### src/rtl/ifu_fetch_pkg.sv
// Shared encodings for the instruction-fetch stage: controller commands,
// fetch FSM states and the default reset PC.
package ifu_fetch_pkg;

  typedef logic [1:0] CTRL_Wire_Bus;
  localparam CTRL_Wire_Bus CTRL_STATE_DEFAULT = 2'b00;
  localparam CTRL_Wire_Bus CTRL_STATE_BLOCK   = 2'b01;
  localparam CTRL_Wire_Bus CTRL_STATE_BUBBLE  = 2'b10;
  localparam CTRL_Wire_Bus CTRL_STATE_BRANCH  = 2'b11;

  typedef logic [1:0] IFU_State_Bus;
  localparam IFU_State_Bus IFU_STATE_REQ  = 2'd0;
  localparam IFU_State_Bus IFU_STATE_WAIT = 2'd1;
  localparam IFU_State_Bus IFU_STATE_HOLD = 2'd2;

  localparam logic [63:0] RESET_PC_DEFAULT = 64'h8000_0000;

endpackage

### src/rtl/ifu_hold_buf.sv
// Holding register for the fetched instruction and its PC; clear wins over
// load, and with neither asserted the contents are held.
module ifu_hold_buf
  import ifu_fetch_pkg::*;
#(
  parameter int ADDR_W = 64,
  parameter int INST_W = 32
) (
  input  logic              clk,
  input  logic              rst_n,
  input  logic              i_load,
  input  logic              i_clr,
  input  logic [ADDR_W-1:0] i_pc,
  input  logic [INST_W-1:0] i_inst,
  output logic [ADDR_W-1:0] o_pc,
  output logic [INST_W-1:0] o_inst,
  output logic              o_valid
);

  logic [ADDR_W-1:0] r_pc;
  logic [INST_W-1:0] r_inst;
  logic              r_valid;

  always_ff @(posedge clk or negedge rst_n) begin
    if (!rst_n) begin
      r_valid <= 1'b0;
      r_pc    <= '0;
      r_inst  <= '0;
    end else if (i_clr) begin
      r_valid <= 1'b0;
    end else if (i_load) begin
      r_valid <= 1'b1;
      r_pc    <= i_pc;
      r_inst  <= i_inst;
    end
  end

  assign o_pc    = r_pc;
  assign o_inst  = r_inst;
  assign o_valid = r_valid;

endmodule

### src/rtl/ifu_fetch.sv
// Instruction-fetch stage: owns the PC, runs the icache request/response
// handshake and holds one instruction. Perf counters behind IFU_PERF_CNT_EN.
module ifu_fetch
  import ifu_fetch_pkg::*;
#(
  parameter int              ADDR_W   = 64,
  parameter int              INST_W   = 32,
  parameter logic [ADDR_W-1:0] RESET_PC = ADDR_W'(RESET_PC_DEFAULT)
) (
  input  logic              clk,
  input  logic              rst,
  input  logic [1:0]        ctrl_signal_pc_i,
  input  logic [ADDR_W-1:0] ctrl_to_pc_new_i,
  output logic              icache_req_valid_o,
  output logic [ADDR_W-1:0] icache_req_addr_o,
  input  logic              icache_req_ready_i,
  input  logic              icache_rsp_valid_i,
  input  logic [INST_W-1:0] icache_rsp_data_i,
  output logic              icache_data_valid_o,
  output logic [ADDR_W-1:0] if_pc_o,
  output logic [INST_W-1:0] if_inst_o,
  output logic              if_valid_o,
  output logic [31:0]       perf_fetch_cnt_o,
  output logic [31:0]       perf_stall_cnt_o
);

  IFU_State_Bus      r_state, w_state_nxt;
  logic [ADDR_W-1:0] r_pc, w_pc_nxt, w_target;
  logic              r_kill, w_kill_nxt;
  logic              w_branch, w_default, w_load, w_clr, w_advance;

  assign w_branch  = (ctrl_signal_pc_i == CTRL_STATE_BRANCH);
  assign w_default = (ctrl_signal_pc_i == CTRL_STATE_DEFAULT);
  assign w_target  = ctrl_to_pc_new_i & ~ADDR_W'(3);

  always_comb begin
    w_state_nxt = r_state;
    w_pc_nxt    = r_pc;
    w_kill_nxt  = r_kill;
    w_load      = 1'b0;
    w_advance   = 1'b0;
    case (r_state)
      IFU_STATE_REQ: begin
        // A request accepted together with a Branch fetches a stale address.
        if (icache_req_ready_i) begin
          w_state_nxt = IFU_STATE_WAIT;
          w_kill_nxt  = w_branch;
        end
      end
      IFU_STATE_WAIT: begin
        if (icache_rsp_valid_i) begin
          w_kill_nxt = 1'b0;
          if (r_kill || w_branch) begin
            w_state_nxt = IFU_STATE_REQ;
          end else begin
            w_state_nxt = IFU_STATE_HOLD;
            w_load      = 1'b1;
          end
        end else if (w_branch) begin
          w_kill_nxt = 1'b1;
        end
      end
      IFU_STATE_HOLD: begin
        if (w_branch) begin
          w_state_nxt = IFU_STATE_REQ;
        end else if (w_default) begin
          w_state_nxt = IFU_STATE_REQ;
          w_pc_nxt    = r_pc + ADDR_W'(4);
          w_advance   = 1'b1;
        end
      end
      default: w_state_nxt = IFU_STATE_REQ;
    endcase
    if (w_branch) w_pc_nxt = w_target;
  end

  assign w_clr = w_branch | w_advance;

  always_ff @(posedge clk or negedge rst) begin
    if (!rst) begin
      r_state <= IFU_STATE_REQ;
      r_pc    <= RESET_PC;
      r_kill  <= 1'b0;
    end else begin
      r_state <= w_state_nxt;
      r_pc    <= w_pc_nxt;
      r_kill  <= w_kill_nxt;
    end
  end

  ifu_hold_buf #(
    .ADDR_W (ADDR_W),
    .INST_W (INST_W)
  ) u_hold_buf (
    .clk     (clk),
    .rst_n   (rst),
    .i_load  (w_load),
    .i_clr   (w_clr),
    .i_pc    (r_pc),
    .i_inst  (icache_rsp_data_i),
    .o_pc    (if_pc_o),
    .o_inst  (if_inst_o),
    .o_valid (if_valid_o)
  );

  assign icache_req_valid_o  = (r_state == IFU_STATE_REQ);
  assign icache_req_addr_o   = r_pc;
  assign icache_data_valid_o = (r_state == IFU_STATE_WAIT) & icache_rsp_valid_i
                             & ~r_kill & ~w_branch;

`ifdef IFU_PERF_CNT_EN
  logic [31:0] r_fetch_cnt, r_stall_cnt;
  logic        w_stall;

  assign w_stall = (r_state == IFU_STATE_HOLD) && (ctrl_signal_pc_i == CTRL_STATE_BLOCK);

  always_ff @(posedge clk or negedge rst) begin
    if (!rst) begin
      r_fetch_cnt <= '0;
      r_stall_cnt <= '0;
    end else begin
      if (w_advance) r_fetch_cnt <= r_fetch_cnt + 32'd1;
      if (w_stall)   r_stall_cnt <= r_stall_cnt + 32'd1;
    end
  end

  assign perf_fetch_cnt_o = r_fetch_cnt;
  assign perf_stall_cnt_o = r_stall_cnt;
`else
  assign perf_fetch_cnt_o = 32'd0;
  assign perf_stall_cnt_o = 32'd0;
`endif

endmodule

### config.mk
export PLATFORM = sky130hd
export DESIGN_NAME = ifu_fetch
export DESIGN_NICKNAME = d
export VERILOG_FILES = /design/src/rtl/ifu_fetch_pkg.sv /design/src/rtl/ifu_hold_buf.sv /design/src/rtl/ifu_fetch.sv
export SDC_FILE = /design/constraint.sdc
export NUM_CORES = 1
export LEC_CHECK = 0
export ABC_AREA = 1
export CAP_MARGIN = 5
export CORE_MARGIN = 1.5
export CORE_UTILIZATION = 35
export CTS_CLUSTER_SIZE = 25
export DETAILED_ROUTE_END_ITERATION = 10
export GPL_TIMING_DRIVEN = 0
export HOLD_SLACK_MARGIN = 0.02
export PLACE_DENSITY = 0.72
export SYNTH_ARGS = -nofsm -noshare
export SYNTH_HDL_FRONTEND = slang
export SYNTH_SLANG_ARGS = --single-unit
### constraint.sdc
create_clock -name clk -period 1.5 [get_ports clk]
set_input_delay 0.375 -clock clk [delete_from_list [all_inputs] [get_ports clk]]
set_output_delay 0.375 -clock clk [all_outputs]
set_load 0.05 [all_outputs]
==> impl_results.html <==
<table>
<tr><th>Metric</th><th>Value</th></tr>
<tr><th colspan="2">Critical path</th></tr>
<tr><td>Critical path destination</td><td>icache_req_addr_o[38]$_DFFE_PN0P_</td></tr>
<tr><td>WP data required</td><td>roughly 1.8 ns</td></tr>
<tr><td>Largest delay share family, worst path</td><td>buffers and inverters</td></tr>
<tr><td>Maximum fanout encountered on the critical timing path</td><td>4</td></tr>
<tr><td>Number of buffers and inverters on the critical path</td><td>6</td></tr>
<tr><td>Reg-to-reg startpoint</td><td>icache_req_addr_o[2]$_DFFE_PN0P_</td></tr>
<tr><td>Worst setup path start</td><td>icache_req_addr_o[2]$_DFFE_PN0P_</td></tr>
<tr><td>End of the worst register-to-register path</td><td>icache_req_addr_o[38]$_DFFE_PN0P_</td></tr>
<tr><td>Crit path depth</td><td>13</td></tr>
<tr><td>Worst-path cell with the longest stage delay</td><td>dfrtp_2</td></tr>
<tr><td>Worst reg-to-reg setup slack</td><td>-0.34 ns</td></tr>
<tr><td>Crit path cell chain</td><td>ha_4, inv_2, nor2_4, buf_4, buf_6, buf_6, buf_4, buf_4, nand3_2, nand2_2, nand3_2, nand2_1, nand2_1</td></tr>
<tr><td>Slowest Stage Delay on Critical Path</td><td>approximately 0.43 ns</td></tr>
<tr><td>Critical path arrival</td><td>around 2.2 ns</td></tr>
<tr><td>Startpoint type of the worst setup path</td><td>register</td></tr>
<tr><td>Number of cell instances on the worst register-to-register path</td><td>13</td></tr>
<tr><td>Element type at the critical path end</td><td>register</td></tr>
<tr><td>Critical setup path kind</td><td>register to register</td></tr>
<tr><td>Cell type with the highest occurrence count on the critical path</td><td>buf_4</td></tr>
<tr><th colspan="2">Global route</th></tr>
<tr><td>Wire length of the first global-routing pass</td><td>approximately 58000 µm</td></tr>
<tr><td>Aggregate global-route resource usage</td><td>approximately 27%</td></tr>
<tr><td>Total overflow reported by the global router</td><td>0</td></tr>
<tr><td>Largest net degree at the start of global routing</td><td>94</td></tr>
<tr><td>Number of antenna violations at the first check in global routing</td><td>0</td></tr>
<tr><td>Via count of the first global-routing pass</td><td>around 10k</td></tr>
<tr><th colspan="2">Timing</th></tr>
<tr><td>Post-route setup TNS</td><td>-12.95 ns</td></tr>
<tr><td>Final period utilization</td><td>123%</td></tr>
<tr><td>Final critical delay including setup and external delays</td><td>~1.8 ns</td></tr>
<tr><td>Pin slew with the least headroom to its limit</td><td>0.538 ns</td></tr>
<tr><td>Max transition margin</td><td>roughly 64%</td></tr>
<tr><td>Setup repair after global routing missed its margin</td><td>true</td></tr>
<tr><td>Post-route clock skew</td><td>between 0.008 and 0.009 ns</td></tr>
<tr><td>Slack of the critical path</td><td>-0.338 ns</td></tr>
<tr><td>Final setup violation count</td><td>70</td></tr>
<tr><td>F_max</td><td>around 0.54 GHz</td></tr>
<tr><td>Total count of hold-check failures in the final report</td><td>0</td></tr>
<tr><td>Max-slew violation total from the final report</td><td>0</td></tr>
<tr><th colspan="2">Floorplanning</th></tr>
<tr><td>Area of the die</td><td>27500 µm²</td></tr>
<tr><td>Effective utilization at floorplan</td><td>about 36%</td></tr>
<tr><td>Die height</td><td>166 µm</td></tr>
<tr><td>Num ports</td><td>approximately 330</td></tr>
<tr><td>Placement row count</td><td>59</td></tr>
<tr><td>Core Footprint</td><td>26100 µm²</td></tr>
<tr><td>Die boundary width</td><td>roughly 170 µm</td></tr>
<tr><th colspan="2">Synth</th></tr>
<tr><td>Register bit count reported by yosys</td><td>160</td></tr>
<tr><td>Synthesized instance count</td><td>1333</td></tr>
<tr><td>Sequential cell area fraction in the yosys report</td><td>between 40% and 50%</td></tr>
<tr><td>Number of different library cells in the post-synthesis netlist</td><td>34</td></tr>
<tr><td>Number of synthesis warnings</td><td>0</td></tr>
<tr><td>Combined area of all synthesized cells</td><td>about 9300 µm²</td></tr>
<tr><td>Synth Area per Inst</td><td>6.95 µm²</td></tr>
<tr><th colspan="2">Finish</th></tr>
<tr><td>Commonest non-fill, non-tap cell in the layout</td><td>nand2_1</td></tr>
<tr><td>Finished Layout Cells</td><td>approximately 2.1k</td></tr>
<tr><td>Post-layout net count</td><td>about 1.9k</td></tr>
<tr><td>Share of layout cells above drive strength 1</td><td>39.1%</td></tr>
<tr><td>Most frequent cells in the layout</td><td>399 x nand2_1, 162 x buf_4, 111 x nor2_1, 111 x inv_1, 103 x buf_2</td></tr>
<tr><td>Synth-to-layout area growth</td><td>62.1%</td></tr>
<tr><td>Antenna diode count</td><td>0</td></tr>
<tr><th colspan="2">Placed design</th></tr>
<tr><td>Number of placed instances, taps included</td><td>between 1.5k and 2k</td></tr>
<tr><td>Place WS</td><td>-1.42 ns</td></tr>
<tr><td>Half-perimeter wire length of the detailed placement result</td><td>between 20000 and 30000 µm</td></tr>
<tr><td>Buffers on Ports</td><td>~260</td></tr>
<tr><td>Placer congestion estimate</td><td>just over 0.9</td></tr>
<tr><th colspan="2">Hold path</th></tr>
<tr><td>Path category of the worst min-delay check</td><td>input port to asynchronous set/reset pin</td></tr>
<tr><th colspan="2">Clocking</th></tr>
<tr><td>Total number of H-tree levels</td><td>4</td></tr>
<tr><td>TritonCTS clock tree</td><td>done</td></tr>
<tr><td>Maximum number of buffers from clock root to sink</td><td>2</td></tr>
<tr><td>Skew-Pair Late Insertion Delay</td><td>about 0.43 ns</td></tr>
<tr><td>Inserted Clock Buffers</td><td>17</td></tr>
<tr><td>Number of clock sinks seen by CTS</td><td>160</td></tr>
<tr><td>CTS clk-pin slew, worst paths</td><td>roughly 0.070 ns</td></tr>
<tr><td>Master cell of the clock root buffer</td><td>clkbuf_16</td></tr>
<tr><th colspan="2">Drt</th></tr>
<tr><td>Number of design-rule violations left by the first detailed-router iteration</td><td>between 700 and 800</td></tr>
<tr><td>Total vias in the final route</td><td>about 11k</td></tr>
<tr><td>Via density per instance</td><td>approximately 5.0</td></tr>
<tr><td>Drc violations</td><td>0</td></tr>
<tr><td>Detailed Route WL</td><td>38900 µm</td></tr>
<tr><td>First-pass DRT Iterations</td><td>5</td></tr>
<tr><td>Antenna Nets Post-Route</td><td>0</td></tr>
<tr><td>Routed len/inst</td><td>between 15 and 20 µm</td></tr>
<tr><th colspan="2">Status</th></tr>
<tr><td>Failing checks</td><td>setup timing</td></tr>
<tr><td>Outcome</td><td>finished, violations left</td></tr>
<tr><th colspan="2">Power</th></tr>
<tr><td>Worst supply voltage drop on vdd</td><td>between 0.001 and 0.0015 V</td></tr>
<tr><td>Power per standard cell area</td><td>roughly 2100 nW/µm²</td></tr>
<tr><td>Leakage</td><td>7.66 nW</td></tr>
<tr><td>Power Total</td><td>about 0.032 W</td></tr>
<tr><th colspan="2">Flow run</th></tr>
<tr><td>Max Cap Violations</td><td>0</td></tr>
</table>
==> metrics by stage <==
stage	util [%]	instance area, µm²	hold WS (ns)
2_1_floorplan	-	9750	0.0794
3_3_place_gp	48.9	12700	0.460
3_5_place_dp	49.0	12800	0.368
4_1_cts	54.5	14200	0.459
5_1_grt	57.7	15000	0.477
6_report	57.7	15000	0.433
==> worst min path at each step <==
stage	slack (ns)	end	depth (start not counted)
after floorplan	0.08	icache_req_addr_o[10]$_DFFE_PN0P_	0
after global placement	0.46	u_hold_buf.o_inst[30]$_DFFE_PN0P_	2
after detailed placement	0.37	u_hold_buf.o_pc[28]$_DFFE_PN0P_	1
after CTS	0.46	u_hold_buf.o_inst[13]$_DFFE_PN0P_	3
after global routing	0.48	u_hold_buf.o_pc[28]$_DFFE_PN0P_	2
final	0.43	u_hold_buf.o_pc[28]$_DFFE_PN0P_	2
==> what timing repair did <==
item	CTS	global route
gates cloned	9	3
hold buffers	1	0
pin swaps	41	61
resized for setup	1099	213
setup endpoints to repair	318	244
endpoints found under the hold margin	67	0
buffers inserted	59	35
==> report_power, final <==
group | switching, W | internal [W] | leakage (nW) | total, W
clock | 0.00205 | 0.00235 | 0.279 | 0.00440
sequential | 0.00214 | 0.00644 | 1.93 | 0.00858
combinational | 0.0129 | 0.00574 | 5.45 | 0.0187
==> synthesized netlist by cell type <==
cell       number  share of area [%]
a21oi_1        24                1.3
a21oi_2         1              0.095
a22oi_1         8               0.65
a31oi_1         3               0.20
a41oi_1         1              0.095
buf_1           9               0.36
buf_2          11               0.59
buf_4          68                5.5
clkbuf_1       26                1.1
clkinv_1        1              0.040
conb_1          1              0.040
dfrtp_1       159                 43
dfstp_2         1               0.28
ha_1            3               0.41
inv_1         115                4.7
inv_2           6               0.24
nand2_1       458                 19
nand2_2        13               0.88
nand2_4         2               0.24
nand3_1        74                4.0
nand3_2         1               0.11
nand4_1         9               0.61
nor2_1        177                7.2
nor2_2         12               0.81
nor2_4          8               0.97
nor2_8          2               0.43
nor4_1          1              0.068
o21ai_0        90                4.9
o21ai_1        40                2.2
o21bai_1        1              0.081
o22ai_1         4               0.27
o2bb2ai_1       1              0.095
or2_2           1              0.068
xor2_1          2               0.19
==> logic make-up (layout without fill, tap and decap cells) <==
family | count (synthesis) | after routing | share of synthesized area, %
AO/OA/AOI/OAI | 173 | 173 | 9.80
XOR/XNOR | 2 | 2 | 0.189
adder cells (fa/ha/maj) | 3 | 3 | 0.405
buffers and inverters | 236 | 623 | 12.5
flip-flops | 160 | 160 | 43.2
other | 1 | 68 | 0.0405
AND/OR/NAND/NOR | 758 | 758 | 33.9
==> state kept, by name (all words and copies together), names as in the netlist <==
register	cells
u_hold_buf.o_pc	62
u_hold_buf.o_valid	1
icache_req_addr_o	62
r_state	2
r_kill	1
u_hold_buf.o_inst	32
==> area by class of cell <==
| cell class | count | area, µm² |
|---|---|---|
| inverters | 122 | 494 |
| repair inverters | 2 | 16.3 |
| plain buffers | 112 | 893 |
| repair buffers | 355 | 3200 |
| fillers | 2399 | 11000 |
| well taps | 335 | 419 |
| clock buffers | 18 | 429 |
| clock inverters | 14 | 144 |
| flip-flops and latches | 160 | 4090 |
| multi-input cells | 1004 | 5350 |
==> routing by layer <==
| layer | GRT usage, % | wire length (µm) | up-vias |
|---|---|---|---|
| met2 | 43.8 | 18100 | 495 |
| met1 | 36.2 | 16400 | 4979 |
| li1 | - | - | 4951 |
| met3 | 5.05 | 2860 | 90 |
| met5 | 0 | 0 | - |
| met4 | 9.99 | 1470 | 0 |
Power figures use the tool's default switching activity.
